**src/rtl/rv32_pkg.sv**
```systemverilog
`default_nettype none
// ============================================================================
//  Module      : rv32_pkg
//  Description : Shared RV32I decode constants and enums: major opcodes,
//                ALU operation, result select and branch-type encodings.
//  Revision    : 1.0 - initial release
// ============================================================================
package rv32_pkg;

  // Major opcodes (inst[6:0])
  localparam logic [6:0] c_opc_lui    = 7'b0110111;
  localparam logic [6:0] c_opc_auipc  = 7'b0010111;
  localparam logic [6:0] c_opc_jal    = 7'b1101111;
  localparam logic [6:0] c_opc_jalr   = 7'b1100111;
  localparam logic [6:0] c_opc_branch = 7'b1100011;
  localparam logic [6:0] c_opc_load   = 7'b0000011;
  localparam logic [6:0] c_opc_store  = 7'b0100011;
  localparam logic [6:0] c_opc_opimm  = 7'b0010011;
  localparam logic [6:0] c_opc_op     = 7'b0110011;

  localparam logic [31:0] c_inst_ebreak = 32'h0010_0073;

  typedef enum logic [3:0] {
    ALU_ADD   = 4'd0,
    ALU_SUB   = 4'd1,
    ALU_SLL   = 4'd2,
    ALU_SLT   = 4'd3,
    ALU_SLTU  = 4'd4,
    ALU_XOR   = 4'd5,
    ALU_SRL   = 4'd6,
    ALU_SRA   = 4'd7,
    ALU_OR    = 4'd8,
    ALU_AND   = 4'd9,
    ALU_PASSB = 4'd10
  } alu_op_e;

  typedef enum logic [3:0] {
    RES_ALU  = 4'd0,
    RES_PC4  = 4'd1,
    RES_IMM  = 4'd2,
    RES_NONE = 4'd3
  } res_sel_e;

  typedef enum logic [2:0] {
    BR_NONE = 3'd0,
    BR_EQ   = 3'd1,
    BR_NE   = 3'd2,
    BR_LT   = 3'd3,
    BR_GE   = 3'd4,
    BR_LTU  = 3'd5,
    BR_GEU  = 3'd6,
    BR_JUMP = 3'd7
  } br_type_e;

endpackage
`default_nettype wire

```
**src/rtl/rv32_regfile.sv**
```systemverilog
`default_nettype none
// ============================================================================
//  Module      : rv32_regfile
//  Description : 32-entry integer register file, x0 hardwired to zero.
//                Two combinational operand read ports plus a debug read port,
//                one synchronous write port. No write-to-read bypass.
//  Ports       : clk, rst (async active-low clear), i_wen/i_waddr/i_wdata
//                (write), i_raddr1/o_rdata1, i_raddr2/o_rdata2 (operands),
//                i_dbg_raddr/o_dbg_rdata (debug)
//  Revision    : 1.0 - initial release
// ============================================================================
module rv32_regfile #(
  parameter int DATA_LEN = 32
) (
  input  logic                clk,
  input  logic                rst,
  input  logic                i_wen,
  input  logic [4:0]          i_waddr,
  input  logic [DATA_LEN-1:0] i_wdata,
  input  logic [4:0]          i_raddr1,
  output logic [DATA_LEN-1:0] o_rdata1,
  input  logic [4:0]          i_raddr2,
  output logic [DATA_LEN-1:0] o_rdata2,
  input  logic [4:0]          i_dbg_raddr,
  output logic [DATA_LEN-1:0] o_dbg_rdata
);

  logic [DATA_LEN-1:0] r_regs [32];

  always_ff @(posedge clk or negedge rst) begin
    if (!rst) begin
      for (int i = 0; i < 32; i++) begin
        r_regs[i] <= '0;
      end
    end else if (i_wen && (i_waddr != 5'd0)) begin
      r_regs[i_waddr] <= i_wdata;
    end
  end

  // x0 is forced to zero on read so its storage never matters.
  assign o_rdata1    = (i_raddr1    == 5'd0) ? '0 : r_regs[i_raddr1];
  assign o_rdata2    = (i_raddr2    == 5'd0) ? '0 : r_regs[i_raddr2];
  assign o_dbg_rdata = (i_dbg_raddr == 5'd0) ? '0 : r_regs[i_dbg_raddr];

endmodule
`default_nettype wire

```
**src/rtl/rv32_decode_execute_unit.sv**
```systemverilog
`default_nettype none
// ============================================================================
//  Module      : rv32_decode_execute_unit
//  Description : Single-cycle RV32I decode/execute/write-back slice. Decodes
//                inst_i, reads operands, computes ALU result and branch
//                resolution combinationally, writes rd on the next rising edge.
//  Ports       : clk, rst (async active-low), inst_i/pc_i (fetched inst + PC),
//                branch_flag_o/branch_request_o/branch_target_o (to PC logic),
//                invalid_o/ebreak_o (status), dbg_raddr_i/dbg_rdata_o (debug)
//  Revision    : 1.0 - initial release
// ============================================================================
module rv32_decode_execute_unit
  import rv32_pkg::*;
#(
  parameter int DATA_LEN = 32,
  parameter int ADDR_LEN = 32
) (
  input  logic                clk,
  input  logic                rst,
  input  logic [31:0]         inst_i,
  input  logic [ADDR_LEN-1:0] pc_i,
  output logic                branch_flag_o,
  output logic                branch_request_o,
  output logic [ADDR_LEN-1:0] branch_target_o,
  output logic                invalid_o,
  output logic                ebreak_o,
  input  logic [4:0]          dbg_raddr_i,
  output logic [DATA_LEN-1:0] dbg_rdata_o
);

  // ---------------------------------------------------------------- fields
  logic [6:0]  w_opcode;
  logic [2:0]  w_funct3;
  logic [31:0] w_imm_i, w_imm_s, w_imm_b, w_imm_u, w_imm_j;

  assign w_opcode = inst_i[6:0];
  assign w_funct3 = inst_i[14:12];

  assign w_imm_i = {{20{inst_i[31]}}, inst_i[31:20]};
  assign w_imm_s = {{20{inst_i[31]}}, inst_i[31:25], inst_i[11:7]};
  assign w_imm_b = {{19{inst_i[31]}}, inst_i[31], inst_i[7], inst_i[30:25], inst_i[11:8], 1'b0};
  assign w_imm_u = {inst_i[31:12], 12'b0};
  assign w_imm_j = {{11{inst_i[31]}}, inst_i[31], inst_i[19:12], inst_i[20], inst_i[30:21], 1'b0};

  // ---------------------------------------------------------------- decode
  logic        w_valid;
  logic        w_is_ctrl;
  logic        w_is_jalr;
  logic        w_is_ebreak;
  logic        w_a_is_pc;
  logic        w_b_is_imm;
  logic [31:0] w_imm32;
  alu_op_e     w_alu_op;
  res_sel_e    w_res_sel;
  br_type_e    w_br_type;

  assign w_is_ebreak = (inst_i == c_inst_ebreak);

  always_comb begin
    w_valid    = 1'b0;
    w_is_ctrl  = 1'b0;
    w_is_jalr  = 1'b0;
    w_a_is_pc  = 1'b0;
    w_b_is_imm = 1'b0;
    w_imm32    = 32'h0;
    w_alu_op   = ALU_ADD;
    w_res_sel  = RES_NONE;
    w_br_type  = BR_NONE;
    case (w_opcode)
      c_opc_lui: begin
        w_valid   = 1'b1;
        w_imm32   = w_imm_u;
        w_res_sel = RES_IMM;
      end
      c_opc_auipc: begin
        w_valid    = 1'b1;
        w_imm32    = w_imm_u;
        w_a_is_pc  = 1'b1;
        w_b_is_imm = 1'b1;
        w_res_sel  = RES_ALU;
      end
      c_opc_jal: begin
        w_valid   = 1'b1;
        w_is_ctrl = 1'b1;
        w_imm32   = w_imm_j;
        w_res_sel = RES_PC4;
        w_br_type = BR_JUMP;
      end
      c_opc_jalr: begin
        if (w_funct3 == 3'b000) begin
          w_valid   = 1'b1;
          w_is_ctrl = 1'b1;
          w_is_jalr = 1'b1;
          w_imm32   = w_imm_i;
          w_res_sel = RES_PC4;
          w_br_type = BR_JUMP;
        end
      end
      c_opc_branch: begin
        // Every funct3 is accepted; 010/011 simply never take.
        w_valid   = 1'b1;
        w_is_ctrl = 1'b1;
        w_imm32   = w_imm_b;
        case (w_funct3)
          3'b000:  w_br_type = BR_EQ;
          3'b001:  w_br_type = BR_NE;
          3'b100:  w_br_type = BR_LT;
          3'b101:  w_br_type = BR_GE;
          3'b110:  w_br_type = BR_LTU;
          3'b111:  w_br_type = BR_GEU;
          default: w_br_type = BR_NONE;
        endcase
      end
      c_opc_load: begin
        w_imm32 = w_imm_i;
        w_valid = (w_funct3 == 3'b000) || (w_funct3 == 3'b001) || (w_funct3 == 3'b010) ||
                  (w_funct3 == 3'b100) || (w_funct3 == 3'b101);
      end
      c_opc_store: begin
        w_imm32 = w_imm_s;
        w_valid = (w_funct3 == 3'b000) || (w_funct3 == 3'b001) || (w_funct3 == 3'b010);
      end
      c_opc_opimm: begin
        w_imm32    = w_imm_i;
        w_b_is_imm = 1'b1;
        w_res_sel  = RES_ALU;
        w_valid    = 1'b1;
        case (w_funct3)
          3'b000: w_alu_op = ALU_ADD;
          3'b010: w_alu_op = ALU_SLT;
          3'b011: w_alu_op = ALU_SLTU;
          3'b100: w_alu_op = ALU_XOR;
          3'b110: w_alu_op = ALU_OR;
          3'b111: w_alu_op = ALU_AND;
          3'b001: begin
            w_alu_op = ALU_SLL;
            w_valid  = (inst_i[31:26] == 6'b000000);
          end
          default: begin
            w_alu_op = inst_i[30] ? ALU_SRA : ALU_SRL;
            w_valid  = (inst_i[31:26] == 6'b000000) || (inst_i[31:26] == 6'b010000);
          end
        endcase
      end
      c_opc_op: begin
        w_valid   = 1'b1;
        w_res_sel = RES_ALU;
        case (w_funct3)
          3'b000:  w_alu_op = inst_i[30] ? ALU_SUB : ALU_ADD;
          3'b001:  w_alu_op = ALU_SLL;
          3'b010:  w_alu_op = ALU_SLT;
          3'b011:  w_alu_op = ALU_SLTU;
          3'b100:  w_alu_op = ALU_XOR;
          3'b101:  w_alu_op = inst_i[30] ? ALU_SRA : ALU_SRL;
          3'b110:  w_alu_op = ALU_OR;
          default: w_alu_op = ALU_AND;
        endcase
      end
      default: begin
        w_valid = w_is_ebreak;
      end
    endcase
  end

  // ------------------------------------------------------------- registers
  logic [DATA_LEN-1:0] w_rs1_data, w_rs2_data, w_wdata;
  logic                w_wen;

  rv32_regfile #(.DATA_LEN(DATA_LEN)) u_regfile (
    .clk         (clk),
    .rst         (rst),
    .i_wen       (w_wen),
    .i_waddr     (inst_i[11:7]),
    .i_wdata     (w_wdata),
    .i_raddr1    (inst_i[19:15]),
    .o_rdata1    (w_rs1_data),
    .i_raddr2    (inst_i[24:20]),
    .o_rdata2    (w_rs2_data),
    .i_dbg_raddr (dbg_raddr_i),
    .o_dbg_rdata (dbg_rdata_o)
  );

  // ------------------------------------------------------------------- ALU
  logic [DATA_LEN-1:0] w_imm;
  logic [DATA_LEN-1:0] w_op_a, w_op_b, w_alu;
  logic [4:0]          w_shamt;

  assign w_imm   = DATA_LEN'($signed(w_imm32));
  assign w_op_a  = w_a_is_pc  ? DATA_LEN'(pc_i) : w_rs1_data;
  assign w_op_b  = w_b_is_imm ? w_imm : w_rs2_data;
  assign w_shamt = w_op_b[4:0];

  always_comb begin
    w_alu = '0;
    case (w_alu_op)
      ALU_ADD:   w_alu = w_op_a + w_op_b;
      ALU_SUB:   w_alu = w_op_a - w_op_b;
      ALU_SLL:   w_alu = w_op_a << w_shamt;
      ALU_SLT:   w_alu[0] = ($signed(w_op_a) < $signed(w_op_b));
      ALU_SLTU:  w_alu[0] = (w_op_a < w_op_b);
      ALU_XOR:   w_alu = w_op_a ^ w_op_b;
      ALU_SRL:   w_alu = w_op_a >> w_shamt;
      ALU_SRA:   w_alu = $signed(w_op_a) >>> w_shamt;
      ALU_OR:    w_alu = w_op_a | w_op_b;
      ALU_AND:   w_alu = w_op_a & w_op_b;
      ALU_PASSB: w_alu = w_op_b;
      default:   w_alu = '0;
    endcase
  end

  // ---------------------------------------------------------------- branch
  logic                w_cond;
  logic                w_take;
  logic [ADDR_LEN-1:0] w_pc4, w_rel_tgt, w_jalr_tgt;
  logic [DATA_LEN-1:0] w_jalr_sum;

  always_comb begin
    w_cond = 1'b0;
    case (w_br_type)
      BR_EQ:   w_cond = (w_rs1_data == w_rs2_data);
      BR_NE:   w_cond = (w_rs1_data != w_rs2_data);
      BR_LT:   w_cond = ($signed(w_rs1_data) <  $signed(w_rs2_data));
      BR_GE:   w_cond = ($signed(w_rs1_data) >= $signed(w_rs2_data));
      BR_LTU:  w_cond = (w_rs1_data <  w_rs2_data);
      BR_GEU:  w_cond = (w_rs1_data >= w_rs2_data);
      BR_JUMP: w_cond = 1'b1;
      default: w_cond = 1'b0;
    endcase
  end

  assign w_take     = rst && w_valid && w_cond;
  assign w_pc4      = pc_i + ADDR_LEN'(4);
  assign w_rel_tgt  = pc_i + ADDR_LEN'($signed(w_imm32));
  // rs1 comes straight from the register file, i.e. the value before this
  // instruction's own write, so rd==rs1 needs no special handling.
  assign w_jalr_sum = w_rs1_data + w_imm;
  assign w_jalr_tgt = ADDR_LEN'(w_jalr_sum) & ~ADDR_LEN'(1);

  assign branch_flag_o    = w_is_ctrl;
  assign branch_request_o = w_take;
  assign branch_target_o  = !w_take   ? w_pc4 :
                            w_is_jalr ? w_jalr_tgt : w_rel_tgt;
  assign invalid_o        = !w_valid;
  assign ebreak_o         = w_is_ebreak;

  // ------------------------------------------------------------ write-back
  assign w_wen = rst && w_valid && (w_res_sel != RES_NONE);

  always_comb begin
    w_wdata = w_alu;
    case (w_res_sel)
      RES_PC4: w_wdata = DATA_LEN'(w_pc4);
      RES_IMM: w_wdata = w_imm;
      default: w_wdata = w_alu;
    endcase
  end

endmodule
`default_nettype wire

```
**config.mk**
```make
export PLATFORM = sky130hd
export DESIGN_NAME = rv32_decode_execute_unit
export DESIGN_NICKNAME = d
export VERILOG_FILES = /design/src/rtl/rv32_pkg.sv /design/src/rtl/rv32_regfile.sv /design/src/rtl/rv32_decode_execute_unit.sv
export SDC_FILE = /design/constraint.sdc
export NUM_CORES = 2
export LEC_CHECK = 0
export CORE_MARGIN = 1.5
export CORE_UTILIZATION = 65
export CTS_CLUSTER_SIZE = 10
export DETAILED_ROUTE_END_ITERATION = 12
export PLACE_DENSITY = 0.82
export SLEW_MARGIN = 20
export SYNTH_ARGS = -nofsm -noshare
export SYNTH_HDL_FRONTEND = slang
export SYNTH_SLANG_ARGS = --single-unit
```
**constraint.sdc**
```tcl
create_clock -name clk -period 13.5 [get_ports clk]
set_input_delay 2.7 -clock clk [delete_from_list [all_inputs] [get_ports clk]]
set_output_delay 2.7 -clock clk [all_outputs]
set_load 0.03 [all_outputs]
```
==> impl_metrics.xml, run 1 <==
<?xml version="1.0" encoding="UTF-8"?>
<metrics>
  <group name="synth">
    <metric name="synthCells" unit="">7471</metric>
    <metric name="mapped_avg_cell_area" unit="um2">10.8</metric>
    <metric name="synth_cell_type_count" unit="">111</metric>
    <metric name="synth.cell_area" unit="um2">80800</metric>
    <metric name="postSynthNetCount" unit="">7740</metric>
    <metric name="ys_warn_count" unit="">0</metric>
    <metric name="yosysSeqAreaShare" unit="%">31.7</metric>
    <metric name="number_of_enable_flip_flop_cells_after_synthesis" unit="">0</metric>
    <metric name="asyncSetResetFlopFracSynth" unit="%">100</metric>
    <metric name="ys_flop_type" unit="">dfrtp_1</metric>
    <metric name="synth.ff_latch_count" unit="">1024</metric>
  </group>
  <group name="place">
    <metric name="pre_cts_ws" unit="ns">1.08</metric>
    <metric name="port_buffers" unit="">138</metric>
    <metric name="dp_hpwl" unit="um">271000</metric>
    <metric name="placed_cells" unit="">8745</metric>
    <metric name="gpl.final_weighted_congestion" unit="">1.16</metric>
  </group>
  <group name="clock_network">
    <metric name="post_cts_resized" unit="">0</metric>
    <metric name="cts_hold_repair.buffers" unit="">0</metric>
    <metric name="clock-sinks" unit="">1024</metric>
    <metric name="number_of_buffers_added_by_the_clock_tree_synthesis_step" unit="">114</metric>
    <metric name="post_cts.repair.setup_buffers" unit="">0</metric>
    <metric name="cts.path.max_buffers" unit="">3</metric>
    <metric name="clk_root_buffer_cell" unit="">clkbuf_16</metric>
    <metric name="clock_tree.htree_level_count" unit="">3</metric>
  </group>
  <group name="floorplan">
    <metric name="io-pin-count" unit="">139</metric>
    <metric name="starting_density" unit="%">65.4</metric>
    <metric name="count_of_standard_cell_rows" unit="">129</metric>
    <metric name="chipWidth" unit="um">356</metric>
    <metric name="fp.dieH" unit="um">356</metric>
  </group>
  <group name="global_route">
    <metric name="global_route.overflow_total" unit="">33</metric>
    <metric name="globalRouteTotalUtil" unit="%">74.1</metric>
    <metric name="pin_count_of_the_biggest_net_entering_global_routing" unit="">188</metric>
  </group>
  <group name="outcome">
    <metric name="outcome" unit="">aborted with a tool error</metric>
    <metric name="error_message" unit="">[ERROR GRT-0232] Routing congestion too high. Check the congestion heatmap in the GUI.</metric>
    <metric name="failed_stage" unit="">global routing</metric>
  </group>
</metrics>
-- kinds of logic after synthesis --
group | after synthesis | synth area share (%)
AO/OA/AOI/OAI | 1908 | 16.4
XOR/XNOR | 86 | 0.932
adder cells (fa/ha/maj) | 198 | 3.10
buffers and inverters | 910 | 4.90
flip-flops | 1024 | 31.7
multiplexers | 1618 | 33.2
AND/OR/NAND/NOR | 1727 | 9.73
-- metal layers --
layer / overflow / global-route usage, %
met5: 0 / 36.0
met4: 16 / 66.4
met3: 3 / 61.0
met2: 14 / 88.3
met1: 0 / 76.9
-- synth_stat cells (87+ instances only) --
cell | count | share of area (%)
buf_1 | 90 | 0.42
ha_1 | 194 | 3.0
buf_2 | 104 | 0.64
dfrtp_1 | 1024 | 32
o211ai_1 | 99 | 0.92
mux2i_1 | 315 | 3.9
a22oi_1 | 87 | 0.81
nor3_1 | 126 | 0.78
clkbuf_1 | 515 | 2.4
nand2_1 | 780 | 3.6
inv_1 | 134 | 0.62
o21ai_0 | 438 | 2.7
nand3_1 | 133 | 0.82
a21oi_1 | 233 | 1.4
a31oi_1 | 141 | 1.1
o31ai_1 | 117 | 1.1
nor2_1 | 325 | 1.5
mux2_2 | 488 | 6.8
mux4_2 | 765 | 21
-- per-stage QoR --
| stage | area (um2) | hold WS (ns) |
|---|---|---|
| after global placement | 83700 | 0.377 |
| after floorplan | 80800 | 0.438 |
| after CTS | 86900 | 0.407 |
| after detailed placement | 83800 | 0.385 |
==> run 2, diff against run 1 <==
--- a/config.mk
+++ b/config.mk
@@ -6,10 +6,9 @@
 export NUM_CORES = 2
 export LEC_CHECK = 0
 export CORE_MARGIN = 1.5
-export CORE_UTILIZATION = 65
-export CTS_CLUSTER_SIZE = 10
+export CORE_UTILIZATION = 40
 export DETAILED_ROUTE_END_ITERATION = 12
-export PLACE_DENSITY = 0.82
+export PLACE_DENSITY_LB_ADDON = 0.15
 export SLEW_MARGIN = 20
 export SYNTH_ARGS = -nofsm -noshare
 export SYNTH_HDL_FRONTEND = slang
==> run 2 against run 1 <==
The run now ends clean. Synthesized area did not move. Synthesized cell count did not move.
==> impl_metrics.xml, run 2 <==
<?xml version="1.0" encoding="UTF-8"?>
<metrics>
  <group name="outcome">
    <metric name="outcome" unit="">completed</metric>
  </group>
  <group name="setup_path">
    <metric name="cp-start-kind" unit="">input port</metric>
    <metric name="crit_fanout" unit="">42</metric>
    <metric name="worst-endpoint-required" unit="ns">10.80</metric>
    <metric name="setup.worst_path.start" unit="">inst_i[17]</metric>
    <metric name="crit_arrival" unit="ns">10.30</metric>
    <metric name="rr_startpoint" unit="">u_regfile.r_regs[646]</metric>
    <metric name="worstSetupEndpointType" unit="">output port</metric>
    <metric name="criticalPathCategory" unit="">in -&gt; out</metric>
  </group>
  <group name="global_route">
    <metric name="pin_count_of_the_biggest_net_entering_global_routing" unit="">178</metric>
    <metric name="via_count_of_the_first_global_routing_pass" unit="">69182</metric>
    <metric name="globalRouteTotalUtil" unit="%">38.7</metric>
    <metric name="global_route.overflow_total" unit="">0</metric>
    <metric name="antenna_violations_before_repair" unit="">35</metric>
    <metric name="first_pass_grt_wire_length" unit="um">560000</metric>
  </group>
  <group name="synth">
    <metric name="yosysSeqAreaShare" unit="%">31.7</metric>
    <metric name="synth_top_family_by_area" unit="">multiplexers</metric>
    <metric name="synth_top_area_share" unit="%">31.7</metric>
    <metric name="post_synth_and_or_nand_nor_area_fraction" unit="%">9.73</metric>
    <metric name="synth-adder-area-share" unit="%">3.10</metric>
    <metric name="ys_top_cells_by_area" unit="">dfrtp_1 (32%), mux4_2 (21%), mux2_2 (6.8%), mux2i_1 (3.9%), nand2_1 (3.6%)</metric>
    <metric name="fraction_of_the_mapped_netlist_area_in_compound_gates" unit="%">16.4</metric>
    <metric name="synth.most_common_cell" unit="">dfrtp_1</metric>
    <metric name="synth_cell_type_count" unit="">111</metric>
    <metric name="postSynthNetCount" unit="">7740</metric>
    <metric name="synth.cell_area" unit="um2">80800</metric>
    <metric name="ys_flop_type" unit="">dfrtp_1</metric>
    <metric name="synthCells" unit="">7471</metric>
    <metric name="number_of_enable_flip_flop_cells_after_synthesis" unit="">0</metric>
    <metric name="synthDominantAreaCellType" unit="">dfrtp_1</metric>
    <metric name="synth-xor-area-share" unit="%">0.932</metric>
    <metric name="synth.ff_latch_count" unit="">1024</metric>
    <metric name="synth.mux.area_fraction" unit="%">33.2</metric>
    <metric name="ys_warn_count" unit="">0</metric>
    <metric name="asyncSetResetFlopFracSynth" unit="%">100</metric>
    <metric name="mapped_avg_cell_area" unit="um2">10.8</metric>
    <metric name="synth.cells.most_frequent" unit="">dfrtp_1 (1024), nand2_1 (780), mux4_2 (765), clkbuf_1 (515), mux2_2 (488)</metric>
  </group>
  <group name="place">
    <metric name="gpl.final_weighted_congestion" unit="">1.07</metric>
    <metric name="dp_hpwl" unit="um">282000</metric>
    <metric name="placed_cells" unit="">9815</metric>
    <metric name="port_buffers" unit="">138</metric>
    <metric name="detailed_place.area" unit="um2">85700</metric>
  </group>
  <group name="power_and_ir_drop">
    <metric name="cellPowerDensity" unit="nW/um2">89.3</metric>
    <metric name="cellLeakagePower" unit="nW">36.8</metric>
    <metric name="irDropWorstVdd" unit="V">0.000102</metric>
    <metric name="totalPowerFinal" unit="mW">8.02</metric>
  </group>
  <group name="sta">
    <metric name="drv_slew" unit="">0</metric>
    <metric name="transition_time_of_the_tightest_slew_check_pin" unit="ns">1.31</metric>
    <metric name="clock_skew" unit="ns">0.0777</metric>
    <metric name="setup_repair_after_global_routing_missed_its_margin" unit="">no</metric>
    <metric name="min_period_over_period" unit="%">96.3</metric>
    <metric name="timing_hold_violations_final" unit="">0</metric>
    <metric name="maxSlewHeadroom" unit="%">12.4</metric>
    <metric name="achievable_freq" unit="GHz">0.0769</metric>
    <metric name="setup_viol_count_final" unit="">0</metric>
    <metric name="fin_tns_setup" unit="ns">0</metric>
    <metric name="final.min_clock_period" unit="ns">13.00</metric>
  </group>
  <group name="drt">
    <metric name="initialDrtViolationCount" unit="">10384</metric>
    <metric name="finalWirelength" unit="um">402000</metric>
    <metric name="number_of_vias_after_detailed_routing" unit="">71921</metric>
    <metric name="route.detailed.vias_per_inst" unit="">7.16</metric>
    <metric name="post_drt_antenna_nets" unit="">0</metric>
    <metric name="route.detailed.wl_per_inst" unit="um">40.0</metric>
    <metric name="drt_pass1_iterations" unit="">7</metric>
    <metric name="detail_route.drc_violations" unit="">0</metric>
  </group>
  <group name="clock_network">
    <metric name="clock-sinks" unit="">1024</metric>
    <metric name="clk_root_buffer_cell" unit="">clkbuf_16</metric>
    <metric name="cts.path.max_buffers" unit="">3</metric>
    <metric name="post_cts_resized" unit="">0</metric>
    <metric name="clock_insertion_delay_worst_skew" unit="ns">0.83</metric>
    <metric name="cts_hold_repair.buffers" unit="">0</metric>
    <metric name="post_cts.repair.setup_buffers" unit="">0</metric>
    <metric name="path_clk_slew" unit="ns">0.06</metric>
    <metric name="number_of_buffers_added_by_the_clock_tree_synthesis_step" unit="">119</metric>
    <metric name="clock_tree.htree_level_count" unit="">3</metric>
    <metric name="tritoncts" unit="">built</metric>
  </group>
  <group name="flow_run">
    <metric name="max_cap_viol_count" unit="">0</metric>
  </group>
  <group name="cells_and_area">
    <metric name="final_cell_mix" unit="">dfrtp_1 (1024), nand2_1 (777), mux4_2 (765)</metric>
    <metric name="synthToLayoutAreaGrowth" unit="%">11.2</metric>
    <metric name="drive_gt1_share" unit="%">27.1</metric>
    <metric name="register_area" unit="um2">25600</metric>
    <metric name="leading_cell_type_in_the_layout_fill_and_taps_excluded" unit="">dfrtp_1</metric>
    <metric name="nets" unit="">7550</metric>
    <metric name="final_standard_cell_area_without_fillers" unit="um2">89800</metric>
    <metric name="top_regs" unit="">u_regfile.r_regs x1024</metric>
    <metric name="max_reg_flops" unit="">1024</metric>
    <metric name="final_cell_count_no_fill" unit="">10046</metric>
    <metric name="num-fill-cells" unit="">18872</metric>
    <metric name="multi_input_comb_area" unit="um2">52000</metric>
    <metric name="largest_register" unit="">u_regfile.r_regs</metric>
  </group>
  <group name="floorplan">
    <metric name="chipWidth" unit="um">452</metric>
    <metric name="fp.dieH" unit="um">452</metric>
    <metric name="count_of_standard_cell_rows" unit="">164</metric>
    <metric name="io-pin-count" unit="">139</metric>
    <metric name="core_area" unit="um2">200000</metric>
    <metric name="design.die.area" unit="um2">205000</metric>
    <metric name="starting_density" unit="%">40.3</metric>
  </group>
  <group name="worst_hold_path">
    <metric name="hold_path.startpoint" unit="">u_regfile.r_regs[1017]</metric>
    <metric name="hold_path.class" unit="">reg -&gt; reg</metric>
  </group>
</metrics>
## run 2: cell families (layout without fill, tap and decap cells)
group	Yosys count	in the layout
multiplexers	1618	1618
other	0	11
buffers and inverters	910	818
AND/OR/NAND/NOR	1727	1727
AO/OA/AOI/OAI	1908	1908
XOR/XNOR	86	86
adder cells (fa/ha/maj)	198	198
flip-flops	1024	1024
## run 2: worst max-delay path, stage by stage
cell,delay [ns]
clkbuf_8,0.43
buf_4,0.41
nor2b_1,0.88
a221oi_1,0.32
nor3_1,0.79
a21oi_1,0.10
nor2_1,0.25
ha_1,0.23
o21a_1,0.13
o21ai_0,0.10
or3b_2,0.46
a2111oi_1,0.55
nor3_1,0.12
buf_4,0.21
o31ai_2,0.40
a211oi_1,0.22
o21ai_0,0.23
xor2_1,0.46
o21ai_0,0.27
mux2i_1,0.23
clkdlybuf4s50_1,0.70
## run 2: metal layers
layer / vias up / GRT usage (%) / part of all wire [%]
li1: 28750 / - / -
met5: - / 0 / 0.049
met1: 37259 / 52.1 / 40
met3: 1113 / 10.6 / 11
met4: 28 / 22.5 / 6.9
met2: 4771 / 56.0 / 42
## run 2: worst paths after layout
check                                         end  slack (ns)  depth (start not counted)
max in group asynchronous   u_regfile.r_regs[409]        8.68                          4
max                           branch_target_o[21]        0.50                         21
min in group asynchronous   u_regfile.r_regs[965]        1.87                          1
min reg2reg                u_regfile.r_regs[1017]        0.40                          0
min                        u_regfile.r_regs[1017]        0.40                          0
max reg2reg                 u_regfile.r_regs[252]        5.37                         19
## run 2: area by class of cell
class,instances,area share [%]
Antenna cell,11,0.0306
Sequential cell,1024,28.5
Clock buffer,176,3.81
Tap cell,2656,3.70
Clock inverter,43,0.677
Timing Repair Buffer,461,4.77
Multi-Input combinational cell,5537,57.9
Inverter,138,0.577
## run 2: power breakdown
group	internal (mW)	switching [mW]	leakage [nW]
clock	1.96	1.44	1.98
combinational	0.416	1.12	20.6
sequential	3.08	0.00613	14.3
## run 2: stage by stage
step | util (%) | setup slack [ns] | hold WS [ns]
after floorplan | - | 1.39 | 0.438
after global placement | 42.8 | 0.899 | 0.378
after detailed placement | 42.8 | 0.877 | 0.385
after CTS | 44.8 | 0.851 | 0.397
after global routing | 44.8 | 0.412 | 0.403
final | 44.8 | 0.498 | 0.395
No activity file was read; power rests on OpenSTA's default activity.
